$ cat config.mk
export PLATFORM = sky130hd
export DESIGN_NAME = csa_job_scheduler_flat
export DESIGN_NICKNAME = d
export VERILOG_FILES = /design/src/rtl/csa_job_scheduler_if.sv /design/src/rtl/csa_job_scheduler.sv /design/src/flat_wrapper.sv
export SDC_FILE = /design/constraint.sdc
export NUM_CORES = 2
export LEC_CHECK = 0
export CAP_MARGIN = 20
export CORE_AREA = 2 2 615 617
export DETAILED_ROUTE_END_ITERATION = 10
export DIE_AREA = 0 0 617 619
export MAX_ROUTING_LAYER = met4
export PLACE_DENSITY = 0.3
export SLEW_MARGIN = 25
export SYNTH_ARGS = -nofsm -noshare
export SYNTH_HDL_FRONTEND = slang
export SYNTH_SLANG_ARGS = --single-unit
export TNS_END_PERCENT = 100
$ cat constraint.sdc
create_clock -name clk -period 15 [get_ports clk]
set_clock_uncertainty 0.15 [all_clocks]
set_input_delay 3 -clock clk [delete_from_list [all_inputs] [get_ports clk]]
set_output_delay 3 -clock clk [all_outputs]
set_load 0.05 [all_outputs]
$ cat src/rtl/csa_job_scheduler_if.sv
// csa_job_scheduler_if: merged engine result stream (valid/ready plus the
// index of the engine that produced each record).
interface csa_job_scheduler_if #(
    parameter int DATA_W = 224,
    parameter int ID_W   = 2
);
    logic              res_valid;
    logic              res_ready;
    logic [DATA_W-1:0] res_data;
    logic [ID_W-1:0]   res_engine;

    modport master (
        output res_valid,
        output res_data,
        output res_engine,
        input  res_ready
    );

    modport slave (
        input  res_valid,
        input  res_data,
        input  res_engine,
        output res_ready
    );
endinterface

$ cat src/rtl/csa_job_scheduler.sv
// csa_job_scheduler: splits one CSA search job into chunks for an engine
// array and merges the engine result records into one valid/ready stream.
module csa_job_scheduler #(
    parameter int AXI_DATA_WIDTH           = 32,
    parameter int NUM_ENGINES              = 4,
    parameter int ENG_ID_WIDTH             = 2,
    parameter int CSA_IN_PARAMETER_LENGTH  = AXI_DATA_WIDTH * 5,
    parameter int CSA_OUT_PARAMETER_LENGTH = AXI_DATA_WIDTH * 7
) (
    input  logic                          clk,
    input  logic                          rst,
    input  logic                          start,
    input  logic                          abort,
    input  logic [AXI_DATA_WIDTH-1:0]     cfg_block,
    input  logic [2*AXI_DATA_WIDTH-1:0]   cfg_in,
    input  logic [AXI_DATA_WIDTH-1:0]     cfg_times_start,
    input  logic [AXI_DATA_WIDTH-1:0]     cfg_total,
    input  logic [AXI_DATA_WIDTH-1:0]     cfg_chunk,
    output logic                          busy,
    output logic                          done,
    output logic [AXI_DATA_WIDTH-1:0]     chunks_issued,
    output logic [AXI_DATA_WIDTH-1:0]     results_seen,
    input  logic [NUM_ENGINES-1:0]        eng_in_full,
    output logic [NUM_ENGINES-1:0]        eng_in_wen,
    output logic [CSA_IN_PARAMETER_LENGTH-1:0] eng_in_data,
    input  logic [NUM_ENGINES-1:0]        eng_out_ready,
    output logic [NUM_ENGINES-1:0]        eng_out_ren,
    input  logic [NUM_ENGINES*CSA_OUT_PARAMETER_LENGTH-1:0] eng_out_data,
    csa_job_scheduler_if.master           res
);
    localparam int W   = AXI_DATA_WIDTH;
    localparam int N   = NUM_ENGINES;
    localparam int IDW = ENG_ID_WIDTH;
    localparam int OW  = CSA_OUT_PARAMETER_LENGTH;

    typedef enum logic [1:0] {
        S_IDLE,
        S_DISPATCH,
        S_DRAIN,
        S_DONE
    } state_t;

    state_t state_q, state_d;

    logic [W-1:0]   blk_q, chunk_q, remaining, next_start;
    logic [2*W-1:0] seed_q;
    logic [W-1:0]   times_now, rem_after;
    logic [IDW-1:0] rr_in, rr_out, in_k, out_k, rd_k;
    logic           in_found, out_found;
    logic           go, do_write, do_read;
    logic [N-1:0]   in_oh, out_oh;
    logic [OW-1:0]  rd_slice;

    function automatic logic [IDW-1:0] rr_next(input logic [IDW-1:0] k);
        if (int'(k) >= N - 1) return '0;
        return k + 1'b1;
    endfunction

    // First available index at or after base, wrapping; MSB = found.
    function automatic logic [IDW:0] rr_pick(
        input logic [N-1:0]   avail,
        input logic [IDW-1:0] base
    );
        logic [IDW:0] r;
        r = '0;
        for (int j = 0; j < N; j++)
            if (!r[IDW] && avail[j] && IDW'(j) >= base)
                r = {1'b1, IDW'(j)};
        for (int j = 0; j < N; j++)
            if (!r[IDW] && avail[j])
                r = {1'b1, IDW'(j)};
        return r;
    endfunction

    // Full flag lags one write, so the engine written last cycle is skipped.
    assign {in_found, in_k}   = rr_pick(~eng_in_full & ~eng_in_wen, rr_in);
    assign {out_found, out_k} = rr_pick(eng_out_ready, rr_out);

    assign go        = start && !abort;
    assign times_now = (chunk_q < remaining) ? chunk_q : remaining;
    assign rem_after = remaining - times_now;
    assign do_write  = (state_q == S_DISPATCH) && !abort &&
                       (remaining != '0) && in_found;
    assign do_read   = !(|eng_out_ren) && out_found &&
                       (!res.res_valid || res.res_ready);

    always_comb begin
        in_oh  = '0;
        out_oh = '0;
        for (int j = 0; j < N; j++) begin
            in_oh[j]  = (in_k == IDW'(j));
            out_oh[j] = (out_k == IDW'(j));
        end
    end

    always_comb begin
        rd_slice = '0;
        for (int j = 0; j < N; j++)
            if (rd_k == IDW'(j))
                rd_slice = eng_out_data[j*OW +: OW];
    end

    always_ff @(posedge clk) begin
        if (rst) state_q <= S_IDLE;
        else     state_q <= state_d;
    end

    always_comb begin
        state_d = state_q;
        busy    = 1'b0;
        unique case (state_q)
            S_IDLE: begin
                if (go)
                    state_d = (cfg_total == '0) ? S_DONE : S_DISPATCH;
            end
            S_DISPATCH: begin
                busy = 1'b1;
                if (abort)
                    state_d = S_IDLE;
                else if (do_write && rem_after == '0)
                    state_d = S_DRAIN;
            end
            S_DRAIN: begin
                busy = 1'b1;
                if (abort)
                    state_d = S_IDLE;
                else if (results_seen >= chunks_issued)
                    state_d = S_DONE;
            end
            S_DONE:  state_d = S_IDLE;
            default: state_d = S_IDLE;
        endcase
    end

    always_ff @(posedge clk) begin
        if (rst) begin
            blk_q         <= '0;
            seed_q        <= '0;
            chunk_q       <= '0;
            remaining     <= '0;
            next_start    <= '0;
            rr_in         <= '0;
            chunks_issued <= '0;
            results_seen  <= '0;
            eng_in_wen    <= '0;
            eng_in_data   <= '0;
            done          <= 1'b0;
        end else begin
            eng_in_wen <= do_write ? in_oh : '0;
            done       <= (state_q == S_DONE) && !abort;
            if (state_q == S_IDLE && go) begin
                blk_q         <= cfg_block;
                seed_q        <= cfg_in;
                chunk_q       <= (cfg_chunk == '0) ? W'(1) : cfg_chunk;
                remaining     <= cfg_total;
                next_start    <= cfg_times_start;
                chunks_issued <= '0;
                results_seen  <= '0;
            end
            if (do_write) begin
                eng_in_data   <= {next_start, times_now, seed_q, blk_q};
                remaining     <= rem_after;
                next_start    <= next_start + times_now;
                chunks_issued <= chunks_issued + 1'b1;
                rr_in         <= rr_next(in_k);
            end
            if (busy && res.res_valid && res.res_ready && results_seen != '1)
                results_seen <= results_seen + 1'b1;
        end
    end

    // Output FIFOs present the head record while ren is high.
    always_ff @(posedge clk) begin
        if (rst) begin
            eng_out_ren    <= '0;
            rr_out         <= '0;
            rd_k           <= '0;
            res.res_valid  <= 1'b0;
            res.res_data   <= '0;
            res.res_engine <= '0;
        end else begin
            eng_out_ren <= do_read ? out_oh : '0;
            if (do_read) begin
                rd_k   <= out_k;
                rr_out <= rr_next(out_k);
            end
            if (|eng_out_ren) begin
                res.res_valid  <= 1'b1;
                res.res_data   <= rd_slice;
                res.res_engine <= rd_k;
            end else if (res.res_valid && res.res_ready) begin
                res.res_valid <= 1'b0;
            end
        end
    end
endmodule

$ cat src/flat_wrapper.sv
// flat-port wrapper written by rule: the top's interface ports become plain ports
module csa_job_scheduler_flat 
#(
    parameter int AXI_DATA_WIDTH           = 32,
    parameter int NUM_ENGINES              = 4,
    parameter int ENG_ID_WIDTH             = 2,
    parameter int CSA_IN_PARAMETER_LENGTH  = AXI_DATA_WIDTH * 5,
    parameter int CSA_OUT_PARAMETER_LENGTH = AXI_DATA_WIDTH * 7
)
  (clk, rst, start, abort, cfg_block, cfg_in, cfg_times_start, cfg_total, cfg_chunk, busy, done, chunks_issued, results_seen, eng_in_full, eng_in_wen, eng_in_data, eng_out_ready, eng_out_ren, eng_out_data, res_res_valid, res_res_data, res_res_engine, res_res_ready);
  csa_job_scheduler_if #(.DATA_W((224)), .ID_W(2)) res_i ();
  input  logic clk;
  input  logic rst;
  input  logic start;
  input  logic abort;
  input  logic [AXI_DATA_WIDTH-1:0] cfg_block;
  input  logic [2*AXI_DATA_WIDTH-1:0] cfg_in;
  input  logic [AXI_DATA_WIDTH-1:0] cfg_times_start;
  input  logic [AXI_DATA_WIDTH-1:0] cfg_total;
  input  logic [AXI_DATA_WIDTH-1:0] cfg_chunk;
  output logic busy;
  output logic done;
  output logic [AXI_DATA_WIDTH-1:0] chunks_issued;
  output logic [AXI_DATA_WIDTH-1:0] results_seen;
  input  logic [NUM_ENGINES-1:0] eng_in_full;
  output logic [NUM_ENGINES-1:0] eng_in_wen;
  output logic [CSA_IN_PARAMETER_LENGTH-1:0] eng_in_data;
  input  logic [NUM_ENGINES-1:0] eng_out_ready;
  output logic [NUM_ENGINES-1:0] eng_out_ren;
  input  logic [NUM_ENGINES*CSA_OUT_PARAMETER_LENGTH-1:0] eng_out_data;
  output wire logic [$bits(res_i.res_valid)-1:0] res_res_valid;
  output wire logic [$bits(res_i.res_data)-1:0] res_res_data;
  output wire logic [$bits(res_i.res_engine)-1:0] res_res_engine;
  input wire logic [$bits(res_i.res_ready)-1:0] res_res_ready;
  assign res_res_valid = res_i.res_valid;
  assign res_res_data = res_i.res_data;
  assign res_res_engine = res_i.res_engine;
  assign res_i.res_ready = res_res_ready;
  csa_job_scheduler #(.AXI_DATA_WIDTH(AXI_DATA_WIDTH), .NUM_ENGINES(NUM_ENGINES), .ENG_ID_WIDTH(ENG_ID_WIDTH), .CSA_IN_PARAMETER_LENGTH(CSA_IN_PARAMETER_LENGTH), .CSA_OUT_PARAMETER_LENGTH(CSA_OUT_PARAMETER_LENGTH)) u_core (.clk(clk), .rst(rst), .start(start), .abort(abort), .cfg_block(cfg_block), .cfg_in(cfg_in), .cfg_times_start(cfg_times_start), .cfg_total(cfg_total), .cfg_chunk(cfg_chunk), .busy(busy), .done(done), .chunks_issued(chunks_issued), .results_seen(results_seen), .eng_in_full(eng_in_full), .eng_in_wen(eng_in_wen), .eng_in_data(eng_in_data), .eng_out_ready(eng_out_ready), .eng_out_ren(eng_out_ren), .eng_out_data(eng_out_data), .res(res_i));
endmodule
# Word-level counts from Yosys, hierarchy flattened
# Index checks and enable logic that the tools add are counted.
[totals] ff_bits=660 wordCells=175
[op_classes] addsub=6 order_cmp=12 n_eq_ne=16 muxes=49 n_bitwise=5 n_reduce_logical=69
[ops] op="$mux 224" n=4
[ops] op="$mux 32" n=9
[ops] op="$logic_not 32->1" n=3
[ops] op="$add 32x1->32 const B" n=2
[ops] op="$mux 3" n=16
[ops] op="$logic_and 1x1->1" n=35
[ops] op="$add 32x32->32" n=1
[ops] op="$ge 32x32->1" n=1
[ops] op="$lt 32x32->1" n=1
[ops] op="$ne 32x32->1 const B" n=1
[ops] op="$reduce_bool 32->1" n=1
[ops] op="$sub 32x32->32" n=1
[ops] op="$mux 2" n=10
[ops] op="$logic_not 1->1" n=17
[ops] op="$eq 2x2->1 const B" n=8
[ops] op="$mux 1" n=9
[ops] op="$eq 2x1->1 const B" n=4
[ops] op="$ge 1x2->1 const A" n=4
[ops] op="$ge 2x2->1 const A" n=4
[ops] op="$logic_not 2->1" n=4
[ops] op="$not 4->4" n=2
[ops] op="$pmux 2 s4" n=1
[ops] op="$reduce_bool 2->1" n=3
[ops] op="$reduce_or 2->1" n=3
[ops] op="10 further kinds" n=13

# Logic depth before layout (Yosys ltp)
[logic_depth] depth_word=33 mapped_depth=26 depth_no_buf=24

# Least setup slack after synthesis
# No wires, ideal clock.
[synth_timing] path_kind="register to register" from="register u_core.remaining[3]" to="register u_core.state_q[0]" setup_time_ns=0.086 t_arrival_ns=5.843 required_time_ns=14.764 setup_slack_ns=8.922 path_stages_with_launch=27 path_buffers=2 period_less_slack_ns=6.078 path_cell_list="dfxtp_1 inv_1 ha_1 o2111a_1 o31ai_1 a21oi_1 o41ai_1 nand4b_1 a21oi_1 clkbuf_1 clkbuf_1 nand2_1 o21ai_0 ha_1 inv_1 fa_1 a21o_1 a221o_1 o311ai_4 a311oi_1 a31o_2 or4b_1 nand4_1 o311ai_1 or4_4 o311a_1 a211oi_1"
[synth_via] elab_chain_cells=7 word_cells_on_any_way=10
[synth_lines] element="from (decl)" line="csa_job_scheduler.sv:45" rtl="logic [W-1:0] blk_q, chunk_q, remaining, next_start;"
[synth_lines] element="from (signal assigned)" line="csa_job_scheduler.sv:155" rtl="remaining <= cfg_total;"
[synth_lines] element="from (signal assigned)" line="csa_job_scheduler.sv:162" rtl="remaining <= rem_after;"
[synth_lines] element="$lt 32x32->1" line="csa_job_scheduler.sv:80" rtl="assign times_now = (chunk_q < remaining) ? chunk_q : remaining;"
[synth_lines] element="$mux 32" line="csa_job_scheduler.sv:80"
[synth_lines] element="named net u_core.times_now[0]" line="csa_job_scheduler.sv:47" rtl="logic [W-1:0] times_now, rem_after;"
[synth_lines] element="$sub 32x32->32" line="csa_job_scheduler.sv:81" rtl="assign rem_after = remaining - times_now;"
[synth_lines] element="$logic_not 32->1" line="csa_job_scheduler.sv:120" rtl="else if (do_write && rem_after == '0)"
[synth_lines] element="$logic_and 1x1->1" line="csa_job_scheduler.sv:120"
[synth_lines] element="$ne 3x3->1 (no line)"
[synth_lines] element="$reduce_and 3->1 (no line)"
[synth_lines] element="to (signal assigned)" line="csa_job_scheduler.sv:105" rtl="else state_q <= state_d;"
[synth_lines] element="to (decl)" line="csa_job_scheduler.sv:43" rtl="state_t state_q, state_d;"
# The timed path passes the listed nets, and every way through them passes these cells.
# A chain may end at the register's enable or synchronous reset.

# Final worst setup path
[layout_timing] from="register u_core.remaining[6]" to="register u_core.state_q[1]"
# Same word-level chain as after synthesis.

==> summary.md <==
| Metric | Value |
|---|---|
| Status | `finished, final reports clean` |
| Top cell type's share of synthesized area | `0.379` |
| Drt wl/cell | `34.6 um` |
| Max_cap viols | `0` |
| Post-Syn Area per Cell | `around 8.4 um^2` |
| DR pass1 iterations | `5` |
| Largest family of logic cells by synthesized area | `simple AND/OR/NAND/NOR gates` |
| Reg clk slew, reported paths | `roughly 0.06 ns` |
| CTS tree | `built` |
| VDD IR max | `roughly 89 uV` |
| Mux share of post-synthesis cell area | `0.148` |
| Die height | `slightly above 600 um` |
| Post-CTS setup buffer count | `0` |
| Slew Viols, Final | `0` |
| NumNets Final | `6,785` |
| Footprint of the multi-input gates | `about 20,000 um^2` |
| Post-synthesis cell area | `34,800 um^2` |
| Initial Util | `0.0930` |
| Yosys Warn Count | `0` |
| Share of cells above drive strength 1 | `0.101` |
| Number of synthesized register bits | `660` |
| Synth Flop Type | `dfxtp_1` |
| CTS root buffer | `clkbuf_16` |
| TNS Setup | `0 ns` |
| Critical path's top delay family | `simple AND/OR/NAND/NOR gates` |
| Final Hold Viols | `0` |
| Sequential share of the synthesized area | `0.379` |
| Final total power | `between 0.01 and 0.015 W` |
| Cell Rows | `225` |
| Worst rel slew slack | `0.275` |
| Initial DRC count | `2,553` |
| CTS Buf Count | `103` |
| Post-synthesis adder-cell area fraction | `0.0511` |
| Post-CTS resize count | `0` |
| Via density | `roughly 3.6` |
| Filler cells | `between 40k and 50k` |
| Syn nets | `around 5.4k` |
| Worst-Margin Slew | `between 1 and 1.5 ns` |
| Clock Tree Buf Depth | `4` |
| RSZ-0062 raised after global routing | `no` |
| Vias | `roughly 40k` |
| Crit-path max FO | `65` |
| Xor-xnor portion of the synthesized cell area | `0.0151` |
| Routed wire length | `378 mm` |
| Worst setup EP type | `flop` |
| First-pass GRT wire length | `about 460 mm` |
| Leading area contributor after synthesis | `dfxtp_1` |
| Synthesized-area fraction occupied by and/or/nand/nor cells | `0.195` |
| Die area | `approximately 380,000 um^2` |
| P per Cell Area | `188 nW/um^2` |
| Finished Layout Cells | `10.9k` |
| WP data required | `between 15 and 20 ns` |
| Final Cell Area | `~60,000 um^2` |
| Count of input and output buffers | `between 1.5k and 2k` |
| Vias in the first global route | `39.1k` |
| Post-synthesis compound-gate area fraction | `0.166` |
| CP arrival | `8.32 ns` |
| H-tree depth | `3` |
| Tcrit/Tclk final | `0.518` |
| Max frequency | `~130 MHz` |
| Die X | `just over 600 um` |
| Setup violations, final | `0` |
| Synth top area cells | `dfxtp_1, mux4_2, nand2_1` |
| Util after Layout | `0.160` |
| Post-synth EDFFs | `0` |
| Gpl congestion | `just over 1` |
| Leakage | `approximately 20 nW` |
| Initial antenna violation count | `~340` |
| Tmin final | `just under 8 ns` |
| Slowest CP cell | `o41ai_1` |
| Critical path's largest stage delay | `just under 0.6 ns` |
| Yosys cell types | `89` |
| Skew-Pair Late Insertion Delay | `0.88 ns` |
| Register area | `13,200 um^2` |
| Buf/Inv on CP | `4` |
| Post-route antenna net violation count | `0` |
| Startpoint Class | `flop` |
| Clk sink count | `660` |
| Syn Inst Count | `4,126` |
| Area delta synth->final | `72.5%` |
| Global route total overflow | `0` |
| # DRC | `0` |
| Fraction of registers with async set/reset | `0` |
| GRT Util Overall | `0.196` |
| Core Footprint | `between 300,000 and 400,000 um^2` |
| Hold-fix buffers at CTS | `0` |
| Detail Placement HPWL | `approximately 330 mm` |
| Placed instance area | `between 50,000 and 60,000 um^2` |
| WS Path Type | `flop to flop` |
| Cell total after placement | `~10k` |
| Top-Level Pins | `~1.6k` |
| Largest net degree at the start of global routing | `roughly 150` |
| Worst Hold Class | `flop to flop` |
-- report_power, final --
group / leakage [nW] / switching [W] / internal [W]
Sequential: 5.37 / 0.000319 / 0.00212
Combinational: 12.9 / 0.00427 / 0.00198
Clock: 1.73 / 0.00105 / 0.00158
-- per-stage QoR --
step / worst slack (ns) / hold WS, ns
3_3_place_gp: 6.96 / 0.285
3_5_place_dp: 7.13 / 0.291
6_report: 7.24 / 0.271
5_1_grt: 6.70 / 0.292
4_1_cts: 7.06 / 0.260
2_1_floorplan: 8.92 / 0.282
-- area by class of cell --
class / instances / share of cell area
multi-input combinational: 3050 / 0.335
antenna: 304 / 0.0127
sequential: 660 / 0.220
inverter: 123 / 0.00768
clock inverter: 30 / 0.00797
clock buffer: 149 / 0.0505
tap: 4994 / 0.104
timing repair buffer: 1605 / 0.263
-- final timing paths --
check                                         start                endpoint  slack (ns)  cells past startpoint
worst min register to register    u_core.seed_q[58]  u_core.eng_in_data[90]        0.27                      2
worst max register to register  u_core.remaining[6]       u_core.state_q[1]        7.24                     25
worst max-delay path            u_core.remaining[6]       u_core.state_q[1]        7.24                     25
worst min-delay path              u_core.seed_q[58]  u_core.eng_in_data[90]        0.27                      2
-- tightest hold or removal path, stage by stage, from the launching register on --
cell	delay, ns
dfxtp_1	0.31
nand2_1	0.07
a21oi_1	0.06
-- layer usage --
metal | vias to the layer above | wire length, um | GRT usage
met4 | 0 | 30400 | 0.127
li1 | 17862 | - | -
met2 | 1657 | 204000 | 0.368
met3 | 781 | 32200 | 0.0684
met5 | - | 0 | -
met1 | 19290 | 111000 | 0.161
-- state kept, by name (all words and copies together), names as in the netlist, 32 cells and up --
signal                cells
u_core.remaining         32
u_core.eng_in_data      160
u_core.res.res_data     224
u_core.chunks_issued     32
u_core.chunk_q           32
u_core.results_seen      32
u_core.seed_q            64
u_core.blk_q             32
u_core.next_start        32
-- cell usage in the layout (no fill, tap or decap), drive strengths merged, types with 126 or more instances in the layout --
| cell type | netlist | final |
|---|---|---|
| inv | 123 | 126 |
| diode | 0 | 304 |
| nor2 | 226 | 226 |
| mux4 | 224 | 224 |
| buf | 57 | 129 |
| a21oi | 630 | 630 |
| clkdlybuf4s50 | 0 | 1476 |
| clkbuf | 236 | 149 |
| nand2 | 1146 | 1146 |
| ha | 139 | 139 |
| dfxtp | 660 | 660 |
-- synthesized netlist by cell type (53+ instances only) --
cell and number:
a21oi_1 629, ha_1 139, nand3_1 55, dfxtp_1 660, a211oi_1 60, nand2_1 1146
inv_1 123, mux4_2 224, a311oi_1 57, o21ai_0 53, clkbuf_1 235, nor2_1 226
-- logic make-up (layout without fill, tap and decap cells) --
family          Yosys count  count (layout)
flops                   660             660
simple gates           1644            1644
xor+xnor                 60              60
fa+ha+maj               141             141
mux                     234             234
buf+inv                 416            1907
other cells               0             304
compound gates          971             971
Note: power is estimated with default switching activity, not from simulation.
